### config.mk
export PLATFORM = sky130hd
export DESIGN_NAME = ram_copy_engine
export DESIGN_NICKNAME = d
export VERILOG_FILES = /design/src/rtl/ram_copy_engine.sv
export SDC_FILE = /design/constraint.sdc
export NUM_CORES = 1
export LEC_CHECK = 0
export ABC_AREA = 1
export BUFFER_PORTS_ARGS = -buffer_cell sky130_fd_sc_hd__buf_2
export CAP_MARGIN = 10
export CORE_ASPECT_RATIO = 1.2
export CORE_UTILIZATION = 35
export DETAILED_ROUTE_END_ITERATION = 8
export PLACE_DENSITY = 0.58
export REMOVE_ABC_BUFFERS = 1
export SLEW_MARGIN = 0
export SYNTH_ARGS = -nofsm -noshare
export SYNTH_HDL_FRONTEND = slang
export SYNTH_SLANG_ARGS = --single-unit
### constraint.sdc
create_clock -name clock -period 3.4 [get_ports clock]
set_clock_uncertainty 0.1 [all_clocks]
set_input_delay 0.17 -clock clock [delete_from_list [all_inputs] [get_ports clock]]
set_output_delay 0.17 -clock clock [all_outputs]
set_load 0.005 [all_outputs]
### src/rtl/ram_copy_engine.sv
// Block copy / block fill engine that drives the shared RAM data port.
// Copy alternates RD/WR per word; fill streams one write per cycle.
module ram_copy_engine #(
  parameter int DATA_WIDTH = 32,
  parameter int ADDR_WIDTH = 16,
  parameter int LEN_WIDTH  = 16
) (
  input  logic                  clock,
  input  logic                  reset,
  input  logic                  start,
  input  logic                  mode,
  input  logic [ADDR_WIDTH-1:0] src_addr,
  input  logic [ADDR_WIDTH-1:0] dst_addr,
  input  logic [LEN_WIDTH-1:0]  length,
  input  logic [DATA_WIDTH-1:0] fill_data,
  input  logic                  abort,
  output logic                  busy,
  output logic                  done,
  output logic [LEN_WIDTH-1:0]  words_done,
  output logic                  wEn,
  output logic [ADDR_WIDTH-1:0] d_address,
  output logic [DATA_WIDTH-1:0] d_write_data,
  input  logic [DATA_WIDTH-1:0] d_read_data
);

  typedef enum logic [1:0] {IDLE, RD, WR, DONE} state_t;

  state_t                state, state_nxt;
  logic [ADDR_WIDTH-1:0] src_q, src_nxt, src_inc;
  logic [ADDR_WIDTH-1:0] dst_q, dst_nxt, dst_inc;
  logic [LEN_WIDTH-1:0]  len_q, len_nxt;
  logic                  mode_q, mode_nxt;
  logic [LEN_WIDTH-1:0]  wd_nxt, wd_inc;
  logic                  wen_nxt;
  logic [ADDR_WIDTH-1:0] addr_nxt;
  logic [DATA_WIDTH-1:0] wdata_nxt;

  // Byte pointers step one word and wrap naturally at the address width.
  assign src_inc = src_q + ADDR_WIDTH'(4);
  assign dst_inc = dst_q + ADDR_WIDTH'(4);
  assign wd_inc  = words_done + LEN_WIDTH'(1);

  assign busy = (state == RD) || (state == WR);
  assign done = (state == DONE);

  always_ff @(posedge clock or negedge reset) begin
    if (!reset) state <= IDLE;
    else        state <= state_nxt;
  end

  always_comb begin
    state_nxt = state;
    src_nxt   = src_q;
    dst_nxt   = dst_q;
    len_nxt   = len_q;
    mode_nxt  = mode_q;
    wd_nxt    = words_done;
    wen_nxt   = wEn;
    addr_nxt  = d_address;
    wdata_nxt = d_write_data;
    case (state)
      IDLE: begin
        if (start) begin
          src_nxt  = src_addr;
          dst_nxt  = dst_addr;
          len_nxt  = length;
          mode_nxt = mode;
          wd_nxt   = '0;
          if (length == '0) begin
            state_nxt = DONE;
          end else if (!mode) begin
            state_nxt = RD;
            addr_nxt  = src_addr;
            wen_nxt   = 1'b0;
          end else begin
            state_nxt = WR;
            addr_nxt  = dst_addr;
            wdata_nxt = fill_data;
            wen_nxt   = 1'b1;
          end
        end
      end
      RD: begin
        if (abort) begin
          state_nxt = IDLE;
          wen_nxt   = 1'b0;
        end else begin
          state_nxt = WR;
          wdata_nxt = d_read_data;
          addr_nxt  = dst_q;
          wen_nxt   = 1'b1;
        end
      end
      WR: begin
        // The presented write commits at this edge, aborted or not, so it is always counted.
        wd_nxt  = wd_inc;
        src_nxt = src_inc;
        dst_nxt = dst_inc;
        if (abort) begin
          state_nxt = IDLE;
          wen_nxt   = 1'b0;
        end else if (wd_inc == len_q) begin
          state_nxt = DONE;
          wen_nxt   = 1'b0;
        end else if (!mode_q) begin
          state_nxt = RD;
          addr_nxt  = src_inc;
          wen_nxt   = 1'b0;
        end else begin
          addr_nxt = dst_inc;
        end
      end
      DONE: state_nxt = IDLE;
      default: state_nxt = IDLE;
    endcase
  end

  always_ff @(posedge clock or negedge reset) begin
    if (!reset) begin
      wEn          <= 1'b0;
      d_address    <= '0;
      d_write_data <= '0;
      words_done   <= '0;
    end else begin
      wEn          <= wen_nxt;
      d_address    <= addr_nxt;
      d_write_data <= wdata_nxt;
      words_done   <= wd_nxt;
    end
  end

  // Transfer context is only meaningful after an accepted start, so it carries no reset.
  always_ff @(posedge clock) begin
    src_q  <= src_nxt;
    dst_q  <= dst_nxt;
    len_q  <= len_nxt;
    mode_q <= mode_nxt;
  end

endmodule

==> flow_metrics.py <==
metrics = {
    "run_status": {
        "status": "finished, final reports clean",
    },
    "floorplanning": {
        "die_height_um": 152.2,
        "die_w_um": 127.1,
        "ios": 184,
        "die-area_um2": 19340,
        "core.rowCount": 54,
        "core_area_um2": 18310,
        "initial_core_util_pct": 35.92,
    },
    "hold_path": {
        "min_path_type": "in -> reg",
        "hold_depth": 3,
    },
    "power_and_ir_drop": {
        "clkPwrFrac_pct": 22.9,
        "p_comb_share_pct": 46.0,
        "powerDensity_nw_per_um2": 828.8,
        "leakage_nw": 4.265,
        "power.ir.vdd_worst_mv": 0.3989,
        "seq_power_share_pct": 31.2,
        "swShare_pct": 38.93,
        "power.internal_mw": 4.770,
        "p_sw_mw": 3.041,
    },
    "global_route": {
        "antenna_found_initial": 0,
        "grt_max_degree": 51,
        "grt_pass1_wl_mm": 33.50,
        "grt_overflow": 0,
        "grt_use_total_pct": 22.27,
        "grt_pass1_vias": 6680,
    },
    "critical_path": {
        "cp_top_family": "buffers and inverters",
        "r2r.worst_path.cells": 10,
        "crit_end": "d_write_data[27]$_DFFE_PN0P_",
        "path_max_fanout": 20,
        "cp-end-kind": "flop",
        "critical_path_class": "reg -> reg",
        "r2r_end": "d_write_data[27]$_DFFE_PN0P_",
        "critPathMaxStageDelay_ns": 0.56,
        "r2r-start": "state[1]$_DFFE_PN0P_",
        "worst-path-buf-inv": 5,
        "crit_start": "state[1]$_DFFE_PN0P_",
        "reg2reg_setup_slack_ns": 0.47,
        "slowest_stage": "dlygate4sd3_1",
        "critical_path_arrival_ns": 3.19,
        "cp-start-kind": "flop",
        "crit_cells": 10,
        "cp.required_ns": 3.66,
        "path_cells": "inv_1 -> ha_2 -> clkinv_1 -> o22ai_1 -> nand3_1 -> inv_2 -> buf_4 -> nor2_1 -> a31oi_1 -> dlygate4sd3_1",
    },
    "yosys": {
        "synth_flop_cell": "dfrtp_1",
        "ys_seq_area_share_pct": 47.87,
        "synth_most_common_cell": "nand2_1",
        "synth_cell_type_count": 41,
        "syn_inst": 830,
        "synth_common_cells": "nand2_1 (254), nor2_1 (73), dfrtp_1 (67)",
        "synth_top_area_share_pct": 25.49,
        "synth_seq_cells": 116,
        "synth_top_cell_by_area": "dfrtp_1",
        "syn-cell-area_um2": 6576,
        "synth_area_per_cell_um2": 7.923,
        "synth-async-reset-ratio_pct": 57.76,
        "synth_edf_count": 49,
        "yosys-top-cells-area": "dfrtp_1 (25%), edfxtp_1 (22%), nand2_1 (14%), nand3_1 (4.9%), nor2_1 (4.2%)",
        "synth_warnings": 0,
    },
    "finish": {
        "antenna_cells": 0,
        "drive_gt1_share_pct": 22.11,
        "syn2layout_area_growth_pct": 43.30,
        "fillers": 1769,
        "instances_no_fill": 1378,
        "nNetsFinal": 1238,
        "finalCoreUtilization_pct": 51.47,
    },
    "drt": {
        "drt_iter0_drc": 422,
        "drc_errors": 0,
        "drt-pass1-iter-count": 5,
        "vias": 6740,
        "viasPerCell": 4.891,
        "wirelength_mm": 20.79,
        "wl_per_cell_um": 15.09,
        "antenna_left": 0,
    },
    "placement": {
        "pre_cts_slack_ns": 0.9200,
        "place.detailed.hpwl_mm": 13.89,
        "dpl.cell_count": 1239,
        "gp_congestion": 0.8191,
        "numPortBuffers": 183,
    },
    "sta": {
        "fmax_mhz": 341.4,
        "maxSlewViolCount": 0,
        "worst_pin_slew_ns": 0.7139,
        "max_slew_margin_pct": 52.35,
        "finalCritPeriodShare_pct": 86.14,
        "setup_slack_ns": 0.4711,
        "hold_viol_final": 0,
        "min_period_ns": 2.929,
        "finalSetupViolCount": 0,
        "hold_ws_ns": 0.03132,
        "rsz0062_at_grt": "no",
    },
    "job": {
        "cap_violations": 0,
    },
    "clocking": {
        "numCtsBuffers": 17,
        "cts_htree_levels": 4,
        "root_buffer": "clkbuf_16",
        "cts_setup_buffers": 0,
        "clock-sinks": 116,
        "clkSlewWorstSetupHoldPaths_ns": 0.06,
        "clock_path_buffers": 2,
        "postCtsHoldBufs": 107,
        "clock_latency_ns": 0.42,
        "cts_tree": "done",
        "cts.repair.resized": 0,
    },
}
power groups by stage:
| stage | Combinational, mW | Sequential, mW | Clock (mW) |
|---|---|---|---|
| after floorplan | 1.90 | 2.45 | 0 |
| after global placement | 3.06 | 2.45 | 0 |
| after detailed placement | 3.09 | 2.45 | 0 |
| after CTS | 3.58 | 2.43 | 1.83 |
| after global routing | 4.03 | 2.51 | 1.88 |
| final | 3.59 | 2.43 | 1.79 |
sequential cells by signal, summed over array words and instances, names as in the netlist:
name and cells:
d_write_data 32, d_address 16, dst_q 16, len_q 16, src_q 16, words_done 16
state 2, mode_q 1, wEn 1
cells in the final DEF (no fill, tap or decap), types with 7 or more instances in the layout:
cell / n
o22ai_1: 14
a21oi_1: 24
o21ai_1: 8
dlygate4sd3_1: 107
clkbuf_16: 21
nand2_2: 8
a31oi_1: 36
inv_1: 56
buf_4: 10
nand3b_1: 8
edfxtp_1: 49
xnor2_1: 8
o21ai_0: 50
buf_2: 183
nor2_1: 73
ha_1: 7
nand4_1: 12
xor2_1: 13
nand2_1: 254
dfrtp_1: 67
nand3_1: 64
kinds of logic (layout without fill, tap and decap cells):
| group | Yosys count | in the layout | synth area share (%) |
|---|---|---|---|
| AO/OA/AOI/OAI | 146 | 146 | 12.77 |
| XOR/XNOR | 22 | 22 | 3.158 |
| adder cells (fa/ha/maj) | 8 | 8 | 1.522 |
| buffers and inverters | 97 | 393 | 5.898 |
| AND/OR/NAND/NOR | 441 | 441 | 28.79 |
| flip-flops | 116 | 116 | 47.87 |
through the flow:
stage	setup TNS [ns]	power, mW	area (um2)
2_1_floorplan	-63.06	4.343	6414
3_3_place_gp	0	5.510	7754
3_5_place_dp	0	5.544	7754
4_1_cts	0	7.841	9424
5_1_grt	0	8.416	9424
6_report	0	7.811	9424
tightest hold or removal path: cells and delay by family:
kind,cells,cell delay (ns)
buf+inv,1,0.10
compound gates,1,0.10
simple gates,1,0.05
per-layer routing:
metal | global-route usage, % | vias to the layer above | wire length (um)
met4 | 9.070 | 0 | 524
met1 | 25.72 | 3138 | 8833
li1 | - | 3367 | -
met3 | 4.038 | 41 | 882
met5 | 0 | - | 0
met2 | 40.24 | 194 | 10550
worst min path at each step:
| stage | start | end | slack [ns] |
|---|---|---|---|
| final | src_addr[5] | src_q[5]$_DFFE_PP_ | 0.03 |
| after global routing | src_addr[5] | src_q[5]$_DFFE_PP_ | 0.02 |
| after CTS | src_addr[5] | src_q[5]$_DFFE_PP_ | 0.003 |
| after detailed placement | reset | d_write_data[11]$_DFFE_PN0P_ | 0.03 |
| after global placement | reset | d_write_data[11]$_DFFE_PN0P_ | 0.03 |
| after floorplan | reset | d_address[0]$_DFFE_PN0P_ | -0.23 |
layout make-up:
cell class / count / area (um2) / share of cell area (%)
clock buffers: 27 / 568.0 / 6.028
multi-input cells: 617 / 3054 / 32.41
flip-flops and latches: 116 / 3148 / 33.40
inverters: 60 / 225.2 / 2.390
well taps: 252 / 315.3 / 3.346
repair buffers: 301 / 2082 / 22.09
clock inverters: 5 / 31.28 / 0.3319
Note: power is estimated with default switching activity, not from simulation.
